## config.mk

```make
export PLATFORM = sky130hd
export DESIGN_NAME = uart_prog_loader
export DESIGN_NICKNAME = d
export VERILOG_FILES = /design/src/rtl/simplez_pkg.sv /design/src/rtl/uart_prog_loader.sv
export SDC_FILE = /design/constraint.sdc
export NUM_CORES = 1
export LEC_CHECK = 0
export CORE_MARGIN = 2
export CORE_UTILIZATION = 50
export DETAILED_ROUTE_END_ITERATION = 8
export PLACE_DENSITY = 0.7
export SETUP_SLACK_MARGIN = 0.4
export SYNTH_ARGS = -nofsm -noshare
export SYNTH_HDL_FRONTEND = slang
export SYNTH_SLANG_ARGS = --single-unit
```

## constraint.sdc

```tcl
create_clock -name clk -period 2.5 [get_ports clk]
set_input_delay 0.25 -clock clk [delete_from_list [all_inputs] [get_ports clk]]
set_output_delay 0.25 -clock clk [all_outputs]
set_load 0.05 [all_outputs]
```

## src/rtl/simplez_pkg.sv

```systemverilog
// Shared definitions for the Simplez program memory, CPU and UART program loader.
// Holds the memory geometry defaults and the loader's state encoding.
package simplez_pkg;

  localparam int SIMPLEZ_AW = 9;
  localparam int SIMPLEZ_DW = 12;

  // Frame start marker, ASCII 'L'.
  localparam logic [7:0] LOADER_START = 8'h4C;

  typedef enum logic [2:0] {
    S_IDLE,
    S_CNT_LO,
    S_CNT_HI,
    S_W_LO,
    S_W_HI,
    S_CSUM,
    S_DONE,
    S_ERROR
  } loader_state_t;

endpackage

```

## src/rtl/uart_prog_loader.sv

```systemverilog
// Loads a framed program from the UART byte stream into Simplez memory,
// verifies its XOR checksum, and releases the CPU reset only after a clean load.
module uart_prog_loader
  import simplez_pkg::*;
#(
  parameter int         AW         = SIMPLEZ_AW,
  parameter int         DW         = SIMPLEZ_DW,
  parameter int         BASE_ADDR  = 0,
  parameter logic [7:0] START_BYTE = LOADER_START
) (
  input  logic          clk,
  input  logic          rstn,
  input  logic [7:0]    rx_data,
  input  logic          rx_valid,
  output logic [AW-1:0] mem_addr,
  output logic          mem_wr,
  output logic [DW-1:0] mem_data,
  output logic          busy,
  output logic          done,
  output logic          error,
  output logic          cpu_rstn
);

  // Largest word count that still fits between BASE_ADDR and the top of memory.
  localparam logic [16:0] MAX_WORDS = 17'((1 << AW) - BASE_ADDR);

  loader_state_t state;
  logic [7:0]    cnt_lo;
  logic [7:0]    lo;
  logic [7:0]    xor_acc;
  logic [15:0]   remaining;
  logic [16:0]   count;

  assign count = {1'b0, rx_data, cnt_lo};

  // NOTE: every register here is sequential state and uses <=; where two
  // assignments land on the same edge, the later one in this block wins.
  always_ff @(posedge clk or negedge rstn) begin
    if (!rstn) begin
      state     <= S_IDLE;
      cnt_lo    <= '0;
      lo        <= '0;
      xor_acc   <= '0;
      remaining <= '0;
      mem_addr  <= AW'(BASE_ADDR);
      mem_wr    <= 1'b0;
      mem_data  <= '0;
      busy      <= 1'b0;
      done      <= 1'b0;
      error     <= 1'b0;
      cpu_rstn  <= 1'b0;
    end else begin
      // Write pulse lasts one cycle; the address advances as it drops.
      if (mem_wr) begin
        mem_wr   <= 1'b0;
        mem_addr <= mem_addr + AW'(1);
      end

      if (rx_valid) begin
        unique case (state)
          S_IDLE, S_DONE, S_ERROR: begin
            if (rx_data == START_BYTE) begin
              state    <= S_CNT_LO;
              xor_acc  <= '0;
              mem_addr <= AW'(BASE_ADDR);
              busy     <= 1'b1;
              done     <= 1'b0;
              error    <= 1'b0;
              cpu_rstn <= 1'b0;
            end
          end

          S_CNT_LO: begin
            cnt_lo  <= rx_data;
            xor_acc <= xor_acc ^ rx_data;
            state   <= S_CNT_HI;
          end

          S_CNT_HI: begin
            xor_acc <= xor_acc ^ rx_data;
            if (count == '0 || count > MAX_WORDS) begin
              state <= S_ERROR;
              busy  <= 1'b0;
              error <= 1'b1;
            end else begin
              remaining <= count[15:0];
              state     <= S_W_LO;
            end
          end

          S_W_LO: begin
            lo      <= rx_data;
            xor_acc <= xor_acc ^ rx_data;
            state   <= S_W_HI;
          end

          S_W_HI: begin
            if (rx_data[7:4] != 4'h0) begin
              state <= S_ERROR;
              busy  <= 1'b0;
              error <= 1'b1;
            end else begin
              xor_acc   <= xor_acc ^ rx_data;
              mem_data  <= DW'({rx_data[3:0], lo});
              mem_wr    <= 1'b1;
              remaining <= remaining - 16'd1;
              state     <= (remaining > 16'd1) ? S_W_LO : S_CSUM;
            end
          end

          S_CSUM: begin
            busy <= 1'b0;
            if (rx_data == xor_acc) begin
              state    <= S_DONE;
              done     <= 1'b1;
              cpu_rstn <= 1'b1;
            end else begin
              state <= S_ERROR;
              error <= 1'b1;
            end
          end

          default: state <= S_IDLE;
        endcase
      end
    end
  end

endmodule

```

# After elaboration in Yosys (flattened, before gate mapping)
# Cells that the tools add are included.
# classes
n_reduce_logical	19
n_lt_le_gt_ge	2
muxes	30
n_eq_ne	16
n_bitwise	2
add_sub_neg	2
# op_table
cell	n
9-bit two-way mux	4
16-bit two-way mux	2
16-bit one-hot mux with 2 select lines	1
8-bit one-hot mux with 3 select lines	1
3-bit one-hot mux with 6 select lines	1
17-bit zero test	1
16-bit by 1-bit > comparator with 1-bit output, second input constant	1
16-bit by 10-bit > comparator with 1-bit output, second input constant	1
8-bit two-way mux	2
16-bit by 1-bit subtractor with 16-bit output, second input constant	1
2-bit inequality test, second input constant	7
3-bit equality test, second input constant	4
1-bit two-way mux	12
3-bit two-way mux	4
4-bit AND reduction	3
9-bit by 1-bit adder with 9-bit output, second input constant	1
8-bit by 7-bit equality test with 1-bit output, second input constant	1
8-bit equality test	1
1-bit one-hot mux with 4 select lines	2
4-bit nonzero test	2
8-bit XOR	1
3-bit by 2-bit equality test with 1-bit output, second input constant	2
2-bit AND reduction	3
6-bit AND reduction	1
10 further kinds	12
# totals
wordCells	82
reg_bits	68
inputBits	11
output_inout_bits	26

# Depth between registers and ports, before layout
# Gate-level depths: netlist (run 1).
# logic_depth
ltp_word	5
mapped_depth	8
mapped_depth_nobuf	7

# Least setup slack after synthesis (run 1)
# No wires, ideal clock.
# synth_path
path_type	register -> register
start	register remaining[0]
end	register remaining[12]
path_stages_with_launch	7
arrival_time_ns	1.927
path_buffers	0
synth_period_minus_slack_ns	2.048
t_required_ns	2.379
slack_ns	0.452
setup_ns	0.121
cell_sequence	dfrtp_1 inv_1 ha_1 or4b_2 nor4_1 a31oi_1 o22a_1
# synth_between
elab_chain_len	3
# synth_lines
element	line_no	source
from (decl)	uart_prog_loader.sv:31	logic [15:0] remaining;
from (signal assigned)	uart_prog_loader.sv:86	remaining <= count[15:0];
from (signal assigned)	uart_prog_loader.sv:106	remaining <= remaining - 16'd1;
16-bit by 1-bit subtractor with 16-bit output	uart_prog_loader.sv:106	
16-bit two-way mux	uart_prog_loader.sv:98	if (rx_data[7:4] != 4'h0) begin
16-bit one-hot mux with 2 select lines	uart_prog_loader.sv:60	unique case (state)
# Every way passes these cells. The select of a mux whose other input is x is not followed.
# A chain may end at the register's enable or synchronous reset.

# Worst setup path after layout (run 1)
# layout_path
start	register remaining[11]
end	register remaining[15]
# The elaborated chain is that of the path after synthesis.

==> results of run 1 <==
## layer usage
metal	global-route usage (%)	wire [µm]
met1	33.3	3910
met2	37.4	4120
met3	4.20	544
met4	8.54	124
met5	0	0
## area by class of cell
| cell class | instances | area, µm² |
|---|---|---|
| clock buffers | 9 | 124 |
| clock inverters | 7 | 91.3 |
| fillers | 552 | 2430 |
| inverters | 7 | 26.3 |
| multi-input cells | 259 | 1830 |
| flip-flops and latches | 68 | 1700 |
| well taps | 96 | 120 |
| repair buffers | 60 | 553 |
## repair_timing
action / CTS / global route
gates resized for setup: 3 / 10
pin swaps: 0 / 3
hold buffers: 1 / 0
endpoints found under the setup margin: 5 / 10
endpoints found under the hold margin: 19 / 0
## per-stage QoR
step | std cells | setup WS [ns] | hold WS (ns)
2_1_floorplan | 355 | 0.452 | -0.0456
3_3_place_gp | 489 | 0.151 | 0.245
3_5_place_dp | 489 | 0.102 | 0.248
4_1_cts | 506 | 0.374 | 0.415
5_1_grt | 506 | 0.381 | 0.348
6_report | 506 | 0.422 | 0.328
## kinds of logic after synthesis
group / after synthesis
and+or+nand+nor: 119
muxes: 29
xor gates and xnor gates: 16
buffers and inverters: 28
adders and majority gates: 3
AOI/OAI and AO/OA: 92
DFF: 68
## cells in the mapped netlist, drive strengths merged, types with 5 or more instances
library cell,count,share of area (%)
nor4,5,1.3
mux2,28,8.8
a31oi,12,2.1
dfrtp,68,47
nor2,42,4.4
inv,7,0.73
nand4,7,1.2
a21oi,19,2.6
o22a,9,2.2
xor2,7,1.7
o21ai,25,3.6
nand3,8,1.1
or3,6,1.0
nand2b,9,1.6
buf,10,1.8
xnor2,9,2.2
clkbuf,11,1.1
nand2,12,1.3
nor3,9,1.7
a22oi,5,1.0
## sequential cells by signal (all words and copies together) (netlist names), 3 cells and up
| signal | cells |
|---|---|
| state | 3 |
| remaining | 16 |
| xor_acc | 8 |
| cnt_lo | 8 |
| lo | 8 |
| mem_addr | 9 |
| mem_data | 12 |
## report_power, final
part / switching (mW) / internal (mW) / total [mW]
sequential: 0.455 / 1.50 / 1.95
clock: 0.441 / 0.558 / 0.999
combinational: 1.17 / 0.826 / 2.00
total: 2.07 / 2.88 / 4.94
## final timing paths
kind                               start            end  cells past startpoint
setup / recovery           remaining[11]  remaining[15]                      5
hold / removal                rx_data[4]      cnt_lo[4]                      2
setup reg to reg           remaining[11]  remaining[15]                      5
hold reg to reg                     busy           busy                      1
max in group asynchronous           rstn          lo[2]                      3
min in group asynchronous           rstn   remaining[6]                      2
## critical path: stages (launching register included)
cell and delay, ns:
dfrtp_1 0.46, or3_1 0.42, or2_2 0.32, o41ai_2 0.28, nand2_1 0.11, a221o_1 0.35
==> results.md, run 1 <==
GRT:
- The total overflow reported by the global router is 0.
- The maximum number of pins on one net before global-route repair is 50.
- The first-pass GRT wire length is 14,400 µm.
- The number of antenna violations at the first check in global routing is 0.
- The global-route total usage across every layer is 23.9%.
- The number of global-route vias before repair is ~2,900.

Drt:
- The total wire length is approximately 8700 µm.
- The average detailed-routed wire length per instance is 17.2 µm.
- The first-pass iteration count of the detailed router is 5.
- The ratio of routed vias to standard cells is 5.83.
- For this block, the via count after detailed routing is 2,951.
- The number of design rule violations left after detail routing is 0.
- The post-route antenna net violation count is 0.
- The starting DRC count in detailed routing is 314.

Logic synthesis:
- The combinational family with the most area after synthesis is simple AND/OR/NAND/NOR gates.
- Summing the areas of all compound-gate instances in the mapped netlist gives 17.1% of the synthesized area.
- The parity-gate share of the synthesized area counting xor and xnor cells is 3.90%.
- The number of flops mapped to enable cells by yosys is 0.
- The synthesized cell area is 3590 µm².
- The average instance in the mapped netlist occupies 10.1 µm².
- The share of synthesized cell area in and, or, nand and nor gates is 17.8%.
- The number of synthesis warnings is 0.
- The async set-reset flop share out of synthesis is between 90% and 100%.
- The count of cell types in the netlist is 57.
- The share of the yosys chip area belonging to registers is 47.4%.
- Measured against the total synthesized area, the mux share comes to 9.06%.
- For this run, the leading register cell type out of synthesis is dfrtp_1.
- After Yosys synthesis, full adders, half adders and majority gates account for 1.05% of the synthesized area.
- The net count after synthesis is 369.
- In the synthesized netlist, the number of instances is 355.
- Synthesis inferred slightly below 70 register bits.

Die:
- In this run the horizontal extent of the chip is 88.7 µm.
- Once the floorplan was initialized, standard cells occupied 52.3% of the core.
- During I/O placement, the number of pins put on the boundary was 37.
- Measured along the y axis, the die boundary spans 88.7 µm.
- The area of the core is 6870 µm².
- The die covers 7880 µm².
- The number of cell rows is 30.

Status:
- The run finished with clean final reports.

STA:
- For the final database, setup skew stands at 0.0140 ns.
- The part of the cycle the worst path needs is 83.1%.
- In this run the tightest slew margin relative to its limit is 66.2%.
- Setup repair after global routing left no endpoint under its margin.
- Timing would allow up to 481 MHz.
- Setup violations remaining at the end of the flow were counted as 0.
- Setup total negative slack on the finished layout was measured at 0 ns.
- The measured slew at the worst slew-check pin is about 0.51 ns.
- The minimum period implied by the final worst setup slack is 2.08 ns.
- The number of max-slew violations in the final report is 0.
- The number of endpoints with negative hold slack in the final report is 0.

Place:
- The detailed-placement wirelength estimate is 6020 µm.
- The total of buffers placed on input and output ports is 36.
- Summing all placed instances gives a cell area of 4150 µm².
- Routability-driven placement finished with a final weighted congestion of 0.896.

Critical path:
- STA puts the critical path data required time at 2.72 ns.
- The launching element type of the critical path is a flip-flop.
- Setup slack on the worst reg-to-reg path comes out at 0.42 ns.
- For the worst setup path, the data arrival time is 2.30 ns.
- The critical path endpoint category is a flip-flop.
- The critical path class is reg -> reg.
- Along the worst path, the maximum fanout reaches 5.

Finish:
- In the final layout, the share of cells above drive strength 1 is roughly 22%.
- Once layout is complete, the utilization of the core stands at 64.7%.
- The commonest non-fill, non-tap cell in the layout is dfrtp_1.
- In the layout the commonest cells are dfrtp_1, nor2_1, clkdlybuf4s50_1.
- The antenna diode count is 0.
- The total number of nets in the final design is 419.
- The final standard cell area without fillers is roughly 4400 µm².
- Relative to the synthesized area, the layout overhead comes to 23.7%.

Worst hold path:
- The min-delay analysis places its worst path in the category in -> reg.

Job:
- The number of max-cap violations is 0.

Clock network:
- The sink count of the clock tree is 68.
- The maximum number of buffers from clock root to sink is 2.
- The root buffer cell chosen for the clock tree is clkbuf_8.
- Clock latency on the worst-skew pair, taken at its later pin, is between 0.3 and 0.4 ns.
- The clock-pin transition on the worst setup and hold timing paths is about 0.08 ns.
- CTS built an H-tree with a depth of 3.
- In this run the post-CTS setup repair buffer count came out at 0.
- The number of buffers added by the clock tree synthesis step is 9.
- TritonCTS built the clock tree.

Pwr:
- The overall power after layout is 4.94 mW.
- The total power per unit cell area is between 1000 and 1500 nW/µm².
- The maximum vdd drop is between 500 and 600 µV.
- The leakage power total is 1.88 nW.
(Power assumes the default switching activity.)
==> run 2: changes to the inputs <==
==> constraint.sdc (replaced) <==
create_clock -name clk -period 2 [get_ports clk]
set_input_delay 0.2 -clock clk [delete_from_list [all_inputs] [get_ports clk]]
set_output_delay 0.2 -clock clk [all_outputs]
set_load 0.05 [all_outputs]
==> run 2 against run 1 <==
  * Routed wire length rose by 13%
  * Sequential share of layout area fell by 4.3 points
  * First-iteration DRC count rose by 7.0%
  * Flip-flop and latch count did not move
  * Clock power rose by 28%
  * Via count rose by 9.2%
  * Global-route usage rose by 1.9 points
  * Count of clock-buffer cells in the layout did not move
  * Combinational power rose by 59%
  * Critical path type unchanged
==> results.md, run 2 (synthesized netlist as in run 1, its figures left out) <==
Drt:
- The post-route antenna net violation count came to 0 (unchanged).
- The total vias in the final route was 3,223 (was 2,951).
- The average detailed-routed wire length per instance is 17.8 µm (was 17.2 µm).
- The first-pass iteration count of the detailed router was 5 (unchanged).
- The starting DRC count in detailed routing is 336 (was 314).
- The number of design rule violations left after detail routing was 0 (unchanged).
- The ratio of routed vias to standard cells is 5.85 (was 5.83).
- The total wire length came to 9810 µm (was 8700 µm).

Finish:
- The area used by multi-input combinational logic was 2060 µm² (was 1830 µm²).
- The antenna diode count is 0 (unchanged).
- The number of flip-flops under the largest register name is 16 (unchanged).
- The area used by sequential logic in the layout is 1710 µm² (was 1700 µm²).
- The count of non-filler cells in the finished layout was 551 (was 506).
- The count of fill cells added during filler insertion came to 492 (was 552).
- The total number of nets in the final design is 464 (was 419).
- The final standard cell area without fillers came to 5010 µm² (was 4440 µm²).
- The register with the most flip-flops is remaining (unchanged).
- The utilization after layout is 73.0% (was 64.7%).
- Most used cells in the layout excluding fill and tap cells: dfrtp_1, buf_4, nor2_1 (was dfrtp_1, nor2_1, clkdlybuf4s50_1).
- The commonest non-fill, non-tap cell in the layout is dfrtp_1 (unchanged).
- The ratio of cells with drive above 1 in the final layout came to 38.0% (was 22.0%).
- The signed area change from the synthesized netlist to the final layout is 39.6% (was 23.7%).
- Largest registers: remaining (16), mem_data (12), mem_addr (9) (unchanged).

STA:
- The number of endpoints with negative hold slack in the final report is 0 (unchanged).
- The post-route setup TNS came to 0 ns (unchanged).
- The relative max-transition margin is 65.2% (was 66.2%).
- The number of max-slew violations in the final report is 0 (unchanged).
- RSZ-0062 raised after global routing: yes (was no).
- The number of failing setup endpoints in the final timing report was 0 (unchanged).
- The worst-case clock skew was 0.00784 ns (was 0.0140 ns).
- The part of the cycle the worst path needs is 97.0% (was 83.1%).
- The minimum period implied by the final worst setup slack was 1.94 ns (was 2.08 ns).
- The final worst slack is 0.0609 ns (was 0.422 ns).
- The measured slew at the worst slew-check pin is 0.524 ns (was 0.506 ns).
- The worst hold slack after final layout is 0.303 ns (was 0.328 ns).
- The highest achievable clock rate is 516 MHz (was 481 MHz).

Job:
- The number of max-cap violations came to 0 (unchanged).

Worst hold path:
- The path category of the worst min-delay check is in -> async (was in -> reg).

Critical path:
- The highest net fanout along the worst path is 5 (unchanged).
- The slowest library cell on the worst path is or4_4 (was dfrtp_1).
- The critical path endpoint category is a flip-flop (unchanged).
- The launching element type of the critical path was a flip-flop (unchanged).
- Series of cell instances along the critical path: or4_4, nand2b_4, nor2_1, a31oi_1, o22a_1 (was or3_1, or2_2, o41ai_2, nand2_1, a221o_1).
- The stage delay of the slowest cell on the critical path is 0.52 ns (was 0.46 ns).
- The critical path class is reg -> reg (unchanged).
- The worst path arrival time was 2.18 ns (was 2.30 ns).
- The required time of the worst setup path is 2.24 ns (was 2.72 ns).

Place:
- The detailed-placement wirelength estimate is 6310 µm (was 6020 µm).
- The total of buffers placed on input and output ports is 36 (unchanged).
- The count of placed standard cells including taps is 512 (was 489).
- The worst slack after detailed placement is -0.362 ns (was 0.102 ns).
- The cell area after placement was 4380 µm² (was 4150 µm²).
- The final RePlAce weighted congestion is 0.877 (was 0.896).

Clock network:
- The clock-pin transition on the worst setup and hold timing paths was 0.08 ns (about the same).
- The insertion delay to the later sink of the worst-skew pair came to 0.35 ns (about the same).
- The number of buffers added by the clock tree synthesis step is 9 (unchanged).
- The sink count of the clock tree was 68 (unchanged).
- The maximum number of buffers from clock root to sink is 2 (unchanged).
- The H-tree depth reported by CTS came to 3 (unchanged).
- The cell chosen for the clock root is clkbuf_8 (unchanged).
- The TritonCTS clock tree was built (unchanged).

Die:
- The area of the core is 6870 µm² (unchanged).
- The die outline height came to 88.7 µm (unchanged).
- The number of cell rows was 30 (unchanged).
- The die width is 88.7 µm (unchanged).
- The die footprint is 7880 µm² (unchanged).
- The count of pins on the block boundary is 37 (unchanged).
- The starting utilization of the core area is 52.3% (unchanged).

Pwr:
- The overall power after layout came to 6.81 mW (was 4.94 mW).
- The total power per unit cell area is 1360 nW/µm² (was 1110 nW/µm²).
- The maximum vdd drop is 801 µV (was 536 µV).
- The leakage power total was 2.21 nW (was 1.88 nW).

Status:
- Result of the run: completed (unchanged).

GRT:
- The global-route track usage on met3 came to 5.22% (was 4.20%).
- The global-route total usage across every layer is 25.8% (was 23.9%).
- The total overflow reported by the global router was 0 (unchanged).
- The busiest layer in global routing was met2 (unchanged).
- The first-pass GRT wire length is 15,500 µm (was 14,400 µm).
- The met2 track utilization from global routing came to 41.4% (was 37.4%).
- The number of antenna violations at the first check in global routing came to 0 (unchanged).
- The met1 capacity usage during global routing is 34.6% (was 33.3%).
- The number of global-route vias before repair is 3,104 (was 2,858).
- The maximum number of pins on one net before global-route repair was 54 (was 50).
-- run 2: cell types whose count changed in the layout (fill, tap and decap cells not counted), sizes merged --
cell           delta
dlygate4sd2      +28
clkdlybuf4s15     +1
clkdlybuf4s50    -33
dlymetal6s2s      +2
buf              +44
inv               +2
and2              +1
clkbuf            +2
clkinv            -2
-- run 2: final cells by class --
type | count | area share, %
well taps | 96 | 2.40
flip-flops and latches | 68 | 34.0
clock buffers | 9 | 2.47
repair buffers | 104 | 17.5
inverters | 7 | 0.524
clock inverters | 7 | 1.97
multi-input cells | 260 | 41.1
-- run 2: repair_timing --
item	in CTS	in global routing
pin swaps	13	18
gates cloned	2	0
endpoints found under the hold margin	15	0
buffers inserted	10	10
endpoints found under the setup margin	93	70
hold buffers	1	0
gates resized for setup	67	38
-- run 2: per-layer routing --
layer  wire length (µm)  share of wire (%)  vias to the layer above
li1                   -                  -                     1490
met1               4250                 43                     1567
met2               4770                 49                      134
met3                509                5.2                       32
met4                277                2.8                        0
met5                  0                  0                        -
-- run 2: power by group --
group          internal (mW)  switching [mW]
Clock                  0.710           0.568
Combinational           1.36            1.81
Sequential              1.88           0.487
Total                   3.95            2.86
-- run 2: critical path: cells and delay by family, from the launching register on --
kind            cells  cell delay [ns]
compound gates      2             0.36
flops               1             0.43
simple gates        3             1.03
-- run 2: worst paths after layout --
check	from	end	slack (ns)	cells past startpoint
worst max-delay path	remaining[4]	remaining[9]	0.06	5
max in group asynchronous	rstn	cnt_lo[1]	1.06	3
worst min register to register	busy	busy	0.50	1
worst min-delay path	rstn	mem_addr[8]	0.30	2
min in group clk	rx_data[3]	xor_acc[3]	0.34	4
worst max register to register	remaining[4]	remaining[9]	0.06	5
